File: src/rtl/id_ex_stage_seq_if.sv
// ID/EX stage bundle: decoded control and operands in, registered EX-stage fields out,
// plus the SORT sequencing handshake with the control unit and hazard logic.
interface id_ex_stage_seq_if #(
  parameter int WORD_W = 32,
  parameter int REG_W  = 4
);
  logic              freeze;
  logic              flush;
  logic              wb_en_in;
  logic              mem_r_en_in;
  logic              mem_w_en_in;
  logic              b_in;
  logic              s_in;
  logic [3:0]        exe_cmd_in;
  logic              is_sort_in;
  logic [WORD_W-1:0] pc_in;
  logic [WORD_W-1:0] val_rn_in;
  logic [WORD_W-1:0] val_rm_in;
  logic              imm_in;
  logic [11:0]       shift_operand_in;
  logic [23:0]       signed_imm_24_in;
  logic [REG_W-1:0]  dest_in;
  logic [REG_W-1:0]  src2_in;
  logic [3:0]        status_in;

  logic              sort_cycle_count;
  logic              sort_stall;
  logic              wb_en;
  logic              mem_r_en;
  logic              mem_w_en;
  logic              b;
  logic              s;
  logic [3:0]        exe_cmd;
  logic [WORD_W-1:0] pc;
  logic [WORD_W-1:0] val_rn;
  logic [WORD_W-1:0] val_rm;
  logic              imm;
  logic [11:0]       shift_operand;
  logic [23:0]       signed_imm_24;
  logic [REG_W-1:0]  dest;
  logic [3:0]        status;

  modport master (
    output freeze, flush, wb_en_in, mem_r_en_in, mem_w_en_in, b_in, s_in, exe_cmd_in,
           is_sort_in, pc_in, val_rn_in, val_rm_in, imm_in, shift_operand_in,
           signed_imm_24_in, dest_in, src2_in, status_in,
    input  sort_cycle_count, sort_stall, wb_en, mem_r_en, mem_w_en, b, s, exe_cmd,
           pc, val_rn, val_rm, imm, shift_operand, signed_imm_24, dest, status
  );

  modport slave (
    input  freeze, flush, wb_en_in, mem_r_en_in, mem_w_en_in, b_in, s_in, exe_cmd_in,
           is_sort_in, pc_in, val_rn_in, val_rm_in, imm_in, shift_operand_in,
           signed_imm_24_in, dest_in, src2_in, status_in,
    output sort_cycle_count, sort_stall, wb_en, mem_r_en, mem_w_en, b, s, exe_cmd,
           pc, val_rn, val_rm, imm, shift_operand, signed_imm_24, dest, status
  );
endinterface

File: src/rtl/id_ex_stage_seq.sv
// ID->EX pipeline register with flush/freeze and the two-cycle SORT sequencer.
// SORT sequencing is built only when SORT_SEQ_EN is defined; otherwise a plain pipeline register.
//
// state | meaning
// IDLE  | normal issue; a SORT in ID here is micro-op 0 and stalls IF/ID one cycle
// SORT2 | second SORT micro-op in ID; dest takes Rm
module id_ex_stage_seq #(
  parameter int WORD_W = 32,
  parameter int REG_W  = 4
) (
  input logic               clk,
  input logic               rst,
  id_ex_stage_seq_if.slave  bus
);
  localparam logic [0:0] ST_IDLE  = 1'b0;
  localparam logic [0:0] ST_SORT2 = 1'b1;

  logic [REG_W-1:0] dest_next;

`ifdef SORT_SEQ_EN
  logic [0:0] state;
  logic       in_sort2;

  assign in_sort2 = (state == ST_SORT2);

  always_ff @(posedge clk) begin
    if (rst) begin
      state <= ST_IDLE;
    end else if (!bus.freeze) begin
      if (bus.flush)
        state <= ST_IDLE;
      else if (state == ST_IDLE && bus.is_sort_in)
        state <= ST_SORT2;
      else
        state <= ST_IDLE;
    end
  end

  assign bus.sort_cycle_count = in_sort2;
  // Combinational so the SORT is held in ID for its second micro-op.
  assign bus.sort_stall       = bus.is_sort_in & ~in_sort2 & ~bus.flush;
  assign dest_next            = in_sort2 ? bus.src2_in : bus.dest_in;
`else
  logic sort_unused;

  assign sort_unused          = ^{bus.is_sort_in, bus.src2_in, ST_IDLE, ST_SORT2};
  assign bus.sort_cycle_count = 1'b0;
  assign bus.sort_stall       = 1'b0;
  assign dest_next            = bus.dest_in;
`endif

  always_ff @(posedge clk) begin
    if (rst) begin
      bus.wb_en         <= 1'b0;
      bus.mem_r_en      <= 1'b0;
      bus.mem_w_en      <= 1'b0;
      bus.b             <= 1'b0;
      bus.s             <= 1'b0;
      bus.exe_cmd       <= 4'd0;
      bus.pc            <= '0;
      bus.val_rn        <= '0;
      bus.val_rm        <= '0;
      bus.imm           <= 1'b0;
      bus.shift_operand <= 12'd0;
      bus.signed_imm_24 <= 24'd0;
      bus.dest          <= '0;
      bus.status        <= 4'd0;
    end else if (!bus.freeze) begin
      // A flush only needs to kill the control bundle; data fields are don't-care in a bubble.
      if (bus.flush) begin
        bus.wb_en    <= 1'b0;
        bus.mem_r_en <= 1'b0;
        bus.mem_w_en <= 1'b0;
        bus.b        <= 1'b0;
        bus.s        <= 1'b0;
        bus.exe_cmd  <= 4'd0;
      end else begin
        bus.wb_en    <= bus.wb_en_in;
        bus.mem_r_en <= bus.mem_r_en_in;
        bus.mem_w_en <= bus.mem_w_en_in;
        bus.b        <= bus.b_in;
        bus.s        <= bus.s_in;
        bus.exe_cmd  <= bus.exe_cmd_in;
      end
      bus.pc            <= bus.pc_in;
      bus.val_rn        <= bus.val_rn_in;
      bus.val_rm        <= bus.val_rm_in;
      bus.imm           <= bus.imm_in;
      bus.shift_operand <= bus.shift_operand_in;
      bus.signed_imm_24 <= bus.signed_imm_24_in;
      bus.dest          <= dest_next;
      bus.status        <= bus.status_in;
    end
  end
endmodule

File: src/flat_wrapper.sv
// flat-port wrapper written by rule: the top's interface ports become plain ports
module id_ex_stage_seq_flat 
#(
  parameter int WORD_W = 32,
  parameter int REG_W  = 4
)
  (clk, rst, bus_freeze, bus_flush, bus_wb_en_in, bus_mem_r_en_in, bus_mem_w_en_in, bus_b_in, bus_s_in, bus_exe_cmd_in, bus_is_sort_in, bus_pc_in, bus_val_rn_in, bus_val_rm_in, bus_imm_in, bus_shift_operand_in, bus_signed_imm_24_in, bus_dest_in, bus_src2_in, bus_status_in, bus_sort_cycle_count, bus_sort_stall, bus_wb_en, bus_mem_r_en, bus_mem_w_en, bus_b, bus_s, bus_exe_cmd, bus_pc, bus_val_rn, bus_val_rm, bus_imm, bus_shift_operand, bus_signed_imm_24, bus_dest, bus_status);
  id_ex_stage_seq_if #(.WORD_W(WORD_W), .REG_W(REG_W)) bus_i ();
  input logic clk;
  input logic rst;
  input wire logic [$bits(bus_i.freeze)-1:0] bus_freeze;
  input wire logic [$bits(bus_i.flush)-1:0] bus_flush;
  input wire logic [$bits(bus_i.wb_en_in)-1:0] bus_wb_en_in;
  input wire logic [$bits(bus_i.mem_r_en_in)-1:0] bus_mem_r_en_in;
  input wire logic [$bits(bus_i.mem_w_en_in)-1:0] bus_mem_w_en_in;
  input wire logic [$bits(bus_i.b_in)-1:0] bus_b_in;
  input wire logic [$bits(bus_i.s_in)-1:0] bus_s_in;
  input wire logic [$bits(bus_i.exe_cmd_in)-1:0] bus_exe_cmd_in;
  input wire logic [$bits(bus_i.is_sort_in)-1:0] bus_is_sort_in;
  input wire logic [$bits(bus_i.pc_in)-1:0] bus_pc_in;
  input wire logic [$bits(bus_i.val_rn_in)-1:0] bus_val_rn_in;
  input wire logic [$bits(bus_i.val_rm_in)-1:0] bus_val_rm_in;
  input wire logic [$bits(bus_i.imm_in)-1:0] bus_imm_in;
  input wire logic [$bits(bus_i.shift_operand_in)-1:0] bus_shift_operand_in;
  input wire logic [$bits(bus_i.signed_imm_24_in)-1:0] bus_signed_imm_24_in;
  input wire logic [$bits(bus_i.dest_in)-1:0] bus_dest_in;
  input wire logic [$bits(bus_i.src2_in)-1:0] bus_src2_in;
  input wire logic [$bits(bus_i.status_in)-1:0] bus_status_in;
  output wire logic [$bits(bus_i.sort_cycle_count)-1:0] bus_sort_cycle_count;
  output wire logic [$bits(bus_i.sort_stall)-1:0] bus_sort_stall;
  output wire logic [$bits(bus_i.wb_en)-1:0] bus_wb_en;
  output wire logic [$bits(bus_i.mem_r_en)-1:0] bus_mem_r_en;
  output wire logic [$bits(bus_i.mem_w_en)-1:0] bus_mem_w_en;
  output wire logic [$bits(bus_i.b)-1:0] bus_b;
  output wire logic [$bits(bus_i.s)-1:0] bus_s;
  output wire logic [$bits(bus_i.exe_cmd)-1:0] bus_exe_cmd;
  output wire logic [$bits(bus_i.pc)-1:0] bus_pc;
  output wire logic [$bits(bus_i.val_rn)-1:0] bus_val_rn;
  output wire logic [$bits(bus_i.val_rm)-1:0] bus_val_rm;
  output wire logic [$bits(bus_i.imm)-1:0] bus_imm;
  output wire logic [$bits(bus_i.shift_operand)-1:0] bus_shift_operand;
  output wire logic [$bits(bus_i.signed_imm_24)-1:0] bus_signed_imm_24;
  output wire logic [$bits(bus_i.dest)-1:0] bus_dest;
  output wire logic [$bits(bus_i.status)-1:0] bus_status;
  assign bus_i.freeze = bus_freeze;
  assign bus_i.flush = bus_flush;
  assign bus_i.wb_en_in = bus_wb_en_in;
  assign bus_i.mem_r_en_in = bus_mem_r_en_in;
  assign bus_i.mem_w_en_in = bus_mem_w_en_in;
  assign bus_i.b_in = bus_b_in;
  assign bus_i.s_in = bus_s_in;
  assign bus_i.exe_cmd_in = bus_exe_cmd_in;
  assign bus_i.is_sort_in = bus_is_sort_in;
  assign bus_i.pc_in = bus_pc_in;
  assign bus_i.val_rn_in = bus_val_rn_in;
  assign bus_i.val_rm_in = bus_val_rm_in;
  assign bus_i.imm_in = bus_imm_in;
  assign bus_i.shift_operand_in = bus_shift_operand_in;
  assign bus_i.signed_imm_24_in = bus_signed_imm_24_in;
  assign bus_i.dest_in = bus_dest_in;
  assign bus_i.src2_in = bus_src2_in;
  assign bus_i.status_in = bus_status_in;
  assign bus_sort_cycle_count = bus_i.sort_cycle_count;
  assign bus_sort_stall = bus_i.sort_stall;
  assign bus_wb_en = bus_i.wb_en;
  assign bus_mem_r_en = bus_i.mem_r_en;
  assign bus_mem_w_en = bus_i.mem_w_en;
  assign bus_b = bus_i.b;
  assign bus_s = bus_i.s;
  assign bus_exe_cmd = bus_i.exe_cmd;
  assign bus_pc = bus_i.pc;
  assign bus_val_rn = bus_i.val_rn;
  assign bus_val_rm = bus_i.val_rm;
  assign bus_imm = bus_i.imm;
  assign bus_shift_operand = bus_i.shift_operand;
  assign bus_signed_imm_24 = bus_i.signed_imm_24;
  assign bus_dest = bus_i.dest;
  assign bus_status = bus_i.status;
  id_ex_stage_seq #(.WORD_W(WORD_W), .REG_W(REG_W)) u_core (.clk(clk), .rst(rst), .bus(bus_i));
endmodule
File: config.mk
export PLATFORM = sky130hd
export DESIGN_NAME = id_ex_stage_seq_flat
export DESIGN_NICKNAME = d
export VERILOG_FILES = /design/src/rtl/id_ex_stage_seq_if.sv /design/src/rtl/id_ex_stage_seq.sv /design/src/flat_wrapper.sv
export SDC_FILE = /design/constraint.sdc
export NUM_CORES = 1
export LEC_CHECK = 0
export BUFFER_PORTS_ARGS = -buffer_cell sky130_fd_sc_hd__buf_2
export CAP_MARGIN = 10
export CORE_AREA = 3 3 119 121
export CTS_BUF_LIST = sky130_fd_sc_hd__clkbuf_4 sky130_fd_sc_hd__clkbuf_8
export CTS_CLUSTER_SIZE = 25
export DETAILED_ROUTE_END_ITERATION = 8
export DIE_AREA = 0 0 122 124
export PLACE_DENSITY = 0.76
export SYNTH_ARGS = -nofsm -noshare
export SYNTH_HDL_FRONTEND = slang
export SYNTH_SLANG_ARGS = --single-unit
File: constraint.sdc
create_clock -name clk -period 2.05 [get_ports clk]
set_input_delay 0.3075 -clock clk [delete_from_list [all_inputs] [get_ports clk]]
set_output_delay 0.3075 -clock clk [all_outputs]
set_load 0.05 [all_outputs]
==> Word level (Yosys, flattened, before mapping) <==
Index checks and enable logic that the tools add are counted.
W data, S select, Z words.
{ "totals": {"reg_bits": 150, "out_inout_bits": 152, "in_bits": 159, "wordCells": 20} }
{ "classes": {"mux": 6} }
{ "ops": {"columns": ["operator", "n"], "rows": [
  ["$mux W1", 5],
  ["$mux W4", 1]
]} }

==> Longest topological paths before layout <==
Gate-level depths: netlist of the first run.
{ "depth": {"ltp_word": 1, "mapped_depth": 5, "mapped_depth_nobuf": 2} }

==> Worst setup path after synthesis of the first run <==
Ideal clock, no wire load.
{ "synth_timing": {"kind": "input-to-reg", "startpoint": "input port bus_freeze", "endpoint": "register u_core.bus.pc[26] in the netlist's numbering", "t_required_ps": 1922, "path_slack_ps": 950, "n_path_buf": 3, "setup_time_ps": 128, "cell_stages": 5, "arrival_time_ps": 972, "cell_sequence": "buf_4 buf_8 buf_8 mux2i_1 nor2_1"} }
{ "synth_lines": {"columns": ["element", "line", "rtl"], "rows": [
  ["from (decl)", "flat_wrapper.sv:11", "input wire logic [$bits(bus_i.freeze)-1:0] bus_freeze;"],
  ["to (signal assigned)", "id_ex_stage_seq.sv:85", "bus.pc <= bus.pc_in;"],
  ["to (decl)", "id_ex_stage_seq_if.sv:56", "pc, val_rn, val_rm, imm, shift_operand, signed_imm_24, dest, status"]
]} }

==> Final worst setup path of the first run <==
{ "layout_timing": {"startpoint": "register u_core.bus.pc[15] in the netlist's numbering", "endpoint": "output port bus_pc[15]"} }
{ "layout_lines": {"columns": ["element", "line", "rtl"], "rows": [
  ["to (decl)", "flat_wrapper.sv:37", "output wire logic [$bits(bus_i.pc)-1:0] bus_pc;"]
]} }
No word-level cell between the ends.

==> results_dict.tcl, run 1 <==
set metrics [dict create \
    outcome "completed" \
    die_width_um 122 \
    yosys_warnings 0 \
    critPathKind "reg2out" \
    critPathLaunch "u_core.bus.pc[15]" \
    finalCritPeriodShare_pct 67.39 \
    synth_fa_ha_area_share_pct 0 \
    p_leak_uw 0.004035 \
    num_io_pins 311 \
    synthToLayoutAreaGrowth_pct 37.65 \
    yosysSeqAreaShare_pct 55.54 \
    powerDensity_nw_per_um2 929.7 \
    hp-class "in2reg" \
    gp_congestion 0.7632 \
    grt_pass1_wl_mm 20.27 \
    max_stage_delay_ps 370 \
    timing.setup.tns_ps 0 \
    cp_cell_sequence "buf_2" \
    ys_ff_latch 150 \
    dr_total_vias 4452 \
    muxShareOfSynthArea_pct 26.11 \
    critPathLaunchType "flop" \
    cp.required_ps 1740 \
    critPathCaptureType "output port" \
    drv_slew 0 \
    drt-initial-drc-count 174 \
    hold_start "bus_val_rn_in[9]" \
    critPathSlowestCell "dfxtp_1" \
    rows 42 \
    antenna_found_initial 0 \
    rsz0062_at_grt "false" \
    numCtsBuffers 17 \
    yosys.area.top_type "dfxtp_1" \
    cts_tree "done" \
    setup_viol 0 \
    ys_types 14 \
    synth_top_family_by_area "multiplexers" \
    grt_max_degree 73 \
    synth_xor_area_share_pct 0 \
    ir_drop_mv 0.5625 \
    synth_area_leaders "dfxtp_1 56%, mux2i_1 26%, nor2_1 9.8%" \
    cts_setup_buffers 0 \
    cts_sinks 150 \
    drcViolationCount 0 \
    path_clk_slew_ps 80 \
    grt_util_all_layers_pct 16.89 \
    start_util_pct 40.99 \
    synthSimpleGateAreaFrac_pct 11.62 \
    layout-drive-gt1-share_pct 42.82 \
    fin_worst_skew_ps 0 \
    p_total_uw 6919 \
    synth.top_cell.area_share_pct 55.54 \
    grt-ovfl-total 0 \
    dpl.hpwl_mm 10.34 \
    fp.coreArea_um2 13190 \
    clock_latency_ps 420 \
    routed_via_density 4.524 \
    wl_mm 13.75 \
    post_cts_resized 0 \
    synth_compound_area_share_pct 1.018 \
    clockBufferDepth 2 \
    fillers 1222 \
    ant_nets 0 \
    fmax_mhz 723.8 \
    path_delay_family "flip-flops" \
    postSynthCellCount 498 \
    grt_pass1_vias 4210 \
    nets 954 \
    final-hold-violation-count 0 \
    cap_violations 0 \
    postCtsHoldBufs 0 \
    min_period_ps 1382 \
    cts_htree_levels 4 \
    avgSynthCellArea_um2 10.86 \
    die-area_um2 15130 \
    ctsRootBufferMaster "clkbuf_8" \
    r2r_start "u_core.bus.val_rm[25]" \
    drtPass1Iterations 4 \
    arrival_ps 1070 \
    diodes 0 \
    routedWlPerCell_um 13.97 \
    die_y_um 124 \
    netlist_area_um2 5406 \
    port_buffers 303 \
    cp_max_fo 2 \
    worst-path-buf-inv 1 \
]
cells by family after synthesis:
group	after synthesis
buffers and inverters	37
and+or+nand+nor	160
AOI/OAI and AO/OA	9
other	1
DFF	150
muxes	141
worst reg2reg max path, stage by stage (launching register included):
cell and delay [ps]:
dfxtp_1 320, mux2i_1 170, nor2_1 50
layout make-up:
cell class / instances / area, um2 / share of cell area (%)
flip-flops and latches: 150 / 3003 / 40.35
multi-input cells: 312 / 2102 / 28.24
repair buffers: 314 / 1683 / 22.61
clock buffers: 22 / 290.3 / 3.900
well taps: 176 / 220.2 / 2.959
clock inverters: 10 / 143.9 / 1.933
Yosys cell counts:
cell type,n
buf_8,11
nand2b_1,8
nor2_1,141
o22ai_1,8
conb_1,1
buf_4,7
a21oi_1,1
buf_2,13
dfxtp_1,150
clkbuf_1,6
nand2_1,9
mux2i_1,141
or3b_1,1
or2_1,1
layout by cell type, fill, tap and decap left out, types with 6 or more instances in the layout:
cell / netlist / routed
mux2i_1: 141 / 141
nand2b_1: 8 / 8
buf_12: 0 / 6
nor2_1: 141 / 141
o22ai_1: 8 / 8
buf_2: 13 / 301
dfxtp_1: 150 / 150
clkbuf_8: 0 / 20
nand2_1: 9 / 9
buf_4: 7 / 6
metal layers:
metal	vias to the layer above	GRT usage (%)	wire length [um]
met5	-	0	0
met4	0	7.353	293
met3	25	6.176	1396
met2	213	28.38	6571
met1	1984	19.40	5485
li1	2230	-	-
stage by stage:
step	hold slack [ps]	std cells	area, um2	setup slack (ps)	util [%]
final	110.8	984	7442	668.4	56.42
after floorplan	451.4	499	5410	950.0	-
after detailed placement	459.9	952	7008	627.9	53.13
after CTS	77.20	984	7442	612.0	56.42
after global routing	88.72	984	7442	594.3	56.42
after global placement	446.9	952	7008	666.4	53.13
where the power goes:
part           internal, uW  total [uW]  switching, uW
clock                  1340        2410           1070
combinational           413        1350            936
sequential             3080        3160           80.3
total                  4830        6920           2080
path summary, 6_finish.rpt:
path	endpoint	slack (ps)	cells after the start
worst min register to register	u_core.bus.exe_cmd[0]	470	2
worst min-delay path	u_core.bus.val_rn[9]	110	3
worst max-delay path	bus_pc[15]	670	1
worst max register to register	u_core.bus.val_rm[25]	1390	2
sequential cells by signal (all words and copies together) (netlist names):
| name | count |
|---|---|
| u_core.bus.mem_r_en | 1 |
| u_core.bus.pc | 32 |
| u_core.bus.val_rm | 32 |
| u_core.bus.signed_imm_24 | 24 |
| u_core.bus.b | 1 |
| u_core.bus.wb_en | 1 |
| u_core.bus.exe_cmd | 4 |
| u_core.bus.imm | 1 |
| u_core.bus.mem_w_en | 1 |
| u_core.bus.shift_operand | 12 |
| u_core.bus.s | 1 |
| u_core.bus.status | 4 |
| u_core.bus.dest | 4 |
| u_core.bus.val_rn | 32 |
Power figures use the tool's default switching activity.
==> inputs of run 2 (changes only) <==
CORE_AREA = 3 3 121 123   (was 3 3 119 121)
DIE_AREA = 0 0 124 126   (was 0 0 122 124)
PLACE_DENSITY = 0.74   (was 0.76)
clock period = 1.3 ns   (was 2.05 ns; I/O delays follow)
==> run 2 against run 1 <==
Effect of this change: global-route usage is 6.2 points higher; utilization is 9.8 points higher; non-clock buffer count is 150 higher; routed wire length is 38% higher; cell count is 16% higher; power is 64% higher; die area is 3.3% higher; clock skew stayed put; clock power is 53% higher; highest routed layer unchanged.
==> results_dict.tcl, run 2 (synthesized netlist as in run 1, its figures left out) <==
set metrics [dict create \
    finalCritPeriodShare_pct 98.20 \
    cts_htree_levels 4 \
    worst-path-buf-inv 1 \
    powerDensity_nw_per_um2 1244 \
    max_stage_delay_ps 350 \
    setup_slack_ps 23.45 \
    clockBufferDepth 2 \
    dr.max_layer_used "met4" \
    dpl.hpwl_mm 10.58 \
    grt-ovfl-total 0 \
    numCtsBuffers 17 \
    routedWlPerCell_um 16.61 \
    path_clk_slew_ps 80 \
    critPathLaunchType "flop" \
    path_delay_family "flip-flops" \
    die_width_um 124 \
    fin_worst_skew_ps 0 \
    cp_max_fo 2 \
    wl_met3_mm 1.816 \
    stdcell_count 1138 \
    ir_drop_mv 0.7549 \
    final-hold-violation-count 0 \
    start_util_pct 39.25 \
    dpl_worst_slack_ps 105.3 \
    routed_via_density 4.682 \
    final_common_cell "buf_2" \
    drcViolationCount 0 \
    dr_total_vias 5328 \
    drtPass1Iterations 4 \
    ant_nets 0 \
    final_cell_mix "229 x buf_2, 150 x dfxtp_1, 143 x dlygate4sd3_1, 141 x mux2i_1, 141 x nor2_1" \
    arrival_ps 1080 \
    cap_violations 0 \
    drt-initial-drc-count 242 \
    critPathKind "reg2out" \
    cts_sinks 150 \
    layout-drive-gt1-share_pct 36.85 \
    clock_latency_ps 430 \
    fp.coreArea_um2 13770 \
    outcome "completed" \
    hp-class "in2reg" \
    drv_slew 0 \
    place_inst 963 \
    wl_met1_mm 6.805 \
    critPathCaptureType "output port" \
    p_leak_uw 0.004656 \
    nets 1104 \
    cp.required_ps 1110 \
    port_buffers 303 \
    num_io_pins 311 \
    antenna_found_initial 0 \
    top_regs "u_core.bus.pc: 32 flops, u_core.bus.val_rm: 32 flops, u_core.bus.val_rn: 32 flops" \
    rows 43 \
    route.met2.wl_mm 9.627 \
    finish.instance_area_um2 9117 \
    p_total_uw 11340 \
    die-area_um2 15620 \
    setup_viol 0 \
    cp_cell_sequence "buf_2" \
    fmax_mhz 783.4 \
    grt_max_degree 45 \
    min_period_ps 1277 \
    dpl-instance-area_um2 7093 \
    gp_congestion 0.7579 \
    critPathSlowestCell "dfxtp_1" \
    synthToLayoutAreaGrowth_pct 68.64 \
    die_y_um 126 \
    diodes 0 \
    grt_util_all_layers_pct 23.06 \
    ctsRootBufferMaster "clkbuf_8" \
    grt_pass1_wl_mm 28.35 \
    cts_tree "done" \
    grt_pass1_vias 5664 \
    wl_mm 18.90 \
]
## run 2: power breakdown
part	leakage, uW	total [uW]	switching (uW)	internal, uW
Combinational	0.00321	2630	1620	1020
Sequential	0.00124	5010	149	4860
Clock	0.000210	3690	1700	1990
Total	0.00466	11300	3470	7870
## run 2: timing repair
action / in CTS / in global routing
pin swaps: 0 / 0
endpoints found under the setup margin: 3 / 69
resized for setup: 3 / 73
endpoints found under the hold margin: 143 / 0
hold buffers: 143 / 0
buffers inserted: 0 / 0
## run 2: stage by stage
stage | setup TNS (ps) | hold WS (ps) | utilization [%]
after floorplan | 0 | 338.9 | -
after global placement | 0 | 420.7 | 51.50
after detailed placement | 0 | 430.6 | 51.50
after CTS | 0 | 2.084 | 64.94
after global routing | -39.83 | 14.86 | 66.20
final | 0 | 36.56 | 66.20
## run 2: area by class of cell
| class | count | area [um2] |
|---|---|---|
| Timing Repair Buffer | 464 | 3374 |
| Fill cell | 978 | 4656 |
| Sequential cell | 150 | 3003 |
| Clock inverter | 7 | 93.84 |
| Clock buffer | 25 | 319.1 |
| Multi-Input combinational cell | 312 | 2102 |
| Tap cell | 180 | 225.2 |
## run 2: worst reg2reg max path, cell delays in order (launching register included)
cell and delay (ps):
dfxtp_1 320, mux2i_1 190, nor2_1 80
## run 2: path summary, 6_finish.rpt
check | startpoint | endpoint | slack [ps] | cells after the start
min | bus_exe_cmd_in[1] | u_core.bus.exe_cmd[1] | 40 | 3
max | u_core.bus.val_rm[28] | bus_val_rm[28] | 20 | 1
min reg2reg | u_core.bus.exe_cmd[0] | u_core.bus.exe_cmd[0] | 460 | 2
max reg2reg | u_core.bus.val_rm[30] | u_core.bus.val_rm[30] | 600 | 2
## run 2: metal layers
metal,vias up,global-route usage (%)
met2,269,42.22
met4,0,10.57
met3,52,8.083
met1,2463,22.94
met5,-,0
li1,2544,-
==> inputs of run 3 (changes only) <==
CORE_AREA = not set   (was 3 3 121 123)
CORE_ASPECT_RATIO = 1.75   (was not set)
CORE_MARGIN = 3   (was not set)
CORE_UTILIZATION = 35   (was not set)
DIE_AREA = not set   (was 0 0 124 126)
HOLD_SLACK_MARGIN = 0.06   (was not set)
PLACE_DENSITY = 0.67   (was 0.74)
==> run 3 against run 2 <==
Effect of this change: flip-flop and latch count is the same; utilization shrank 5.2 points; hold slack gained 100 ps; sequential power is essentially flat; routed wire length shrank 7.2%; clock power grew 6.0%; via count shrank 2.9%; highest routed layer unchanged.
==> results_dict.tcl, run 3 (synthesized netlist as in run 1, its figures left out) <==
set metrics [dict create \
    grt_util_all_layers_pct 20.26 \
    stdcell_count 1144 \
    critPathSlowestCell "dfxtp_1" \
    ctsRootBufferMaster "clkbuf_8" \
    place_inst 963 \
    grt_pass1_wl_mm 27.20 \
    critPathLaunchType "flop" \
    antenna_found_initial 2 \
    p_leak_uw 0.004684 \
    dr_total_vias 5176 \
    fillers 1203 \
    rows 59 \
    seq_area_um2 3003 \
    nets 1108 \
    wl_mm 17.54 \
    cp_max_fo 2 \
    p_total_uw 11500 \
    cp.required_ps 1110 \
    gp_congestion 0.7583 \
    critPathKind "reg2out" \
    port_buffers 303 \
    setup_viol 0 \
    fin_worst_skew_ps 0 \
    routed_via_density 4.524 \
    final_cell_mix "254 x buf_2, 150 x dlygate4sd3_1, 150 x dfxtp_1, 141 x mux2i_1, 141 x nor2_1" \
    die_y_um 170.4 \
    numCtsBuffers 17 \
    final-hold-violation-count 0 \
    cap_violations 0 \
    die_width_um 99.95 \
    fmax_mhz 797.3 \
    r2r_slack_ps 610 \
    routedWlPerCell_um 15.33 \
    finalCritPeriodShare_pct 96.48 \
    start_util_pct 36.08 \
    synthToLayoutAreaGrowth_pct 69.17 \
    critPathCaptureType "output port" \
    max_stage_delay_ps 350 \
    powerDensity_nw_per_um2 1258 \
    dpl.hpwl_mm 10.84 \
    multi_input_area_um2 2102 \
    ir_drop_mv 0.7121 \
    drt-initial-drc-count 113 \
    finish.instance_area_um2 9146 \
    cp_cell_sequence "buf_2" \
    drv_slew 0 \
    cts_sinks 150 \
    path_clk_slew_ps 90 \
    hp-class "in2reg" \
    min_period_ps 1254 \
    clockBufferDepth 2 \
    cts_tree "done" \
    grt-ovfl-total 0 \
    final_common_cell "buf_2" \
    ant_nets 0 \
    clock_latency_ps 430 \
    die-area_um2 17030 \
    drtPass1Iterations 4 \
    grt_pass1_vias 5506 \
    drcViolationCount 0 \
    worst-path-buf-inv 1 \
    dpl-instance-area_um2 7099 \
    arrival_ps 1060 \
    outcome "completed" \
    path_delay_family "flip-flops" \
    grt_max_degree 56 \
    fp.coreArea_um2 14990 \
    num_io_pins 311 \
    top_regs "u_core.bus.pc: 32 flops, u_core.bus.val_rm: 32 flops, u_core.bus.val_rn: 32 flops" \
    cts_htree_levels 4 \
    layout-drive-gt1-share_pct 36.18 \
]
## run 3: cell count changes in the layout (fill, tap and decap cells not counted)
cell,change
clkbuf_4,-27
buf_2,+25
buf_4,-7
dlygate4sd3_1,+7
clkbuf_8,-3
buf_12,+2
bufinv_16,+2
diode_2,+2
inv_6,+2
clkinv_2,-1
clkinv_4,+1
## run 3: metrics by stage
stage	util, %	setup slack [ps]	setup TNS, ps	hold WS [ps]
2_1_floorplan	-	312.5	0	338.9
3_3_place_gp	47.37	177.2	0	422.1
3_5_place_dp	47.37	157.6	0	431.5
4_1_cts	60.28	9.127	0	73.53
5_1_grt	61.03	-0.3084	-0.3084	130.2
6_report	61.03	45.70	0	140.8
## run 3: repair_timing
item,CTS,global route
endpoints found under the hold margin,150,0
hold buffers,150,0
setup buffers,0,0
endpoints found under the setup margin,4,43
resized for setup,4,44
## run 3: area by class of cell
| cell class | instances | area share (%) |
|---|---|---|
| repair buffers | 468 | 37.00 |
| flip-flops and latches | 150 | 32.83 |
| multi-input cells | 312 | 22.98 |
| clock buffers | 18 | 2.709 |
| well taps | 183 | 2.503 |
| clock inverters | 11 | 1.915 |
| diodes | 2 | 0.05472 |
## run 3: metal layers
layer	GRT usage, %	part of all wire (%)
met3	5.989	7.3
met5	0	0
met2	36.17	53
met1	21.37	36
met4	9.869	3.1
## run 3: worst paths after layout
path / startpoint / endpoint / cells after the start
min reg2reg: u_core.bus.exe_cmd[0] / u_core.bus.exe_cmd[0] / 2
min: bus_exe_cmd_in[0] / u_core.bus.exe_cmd[0] / 3
max reg2reg: u_core.bus.signed_imm_24[22] / u_core.bus.signed_imm_24[22] / 2
max: u_core.bus.shift_operand[4] / bus_shift_operand[4] / 1
## run 3: power by group
group / internal, uW / leakage [uW] / switching [uW] / total (uW)
combinational: 1010 / 0.00324 / 1590 / 2600
sequential: 4860 / 0.00124 / 135 / 5000
clock: 2130 / 0.000207 / 1780 / 3910
total: 8000 / 0.00468 / 3500 / 11500
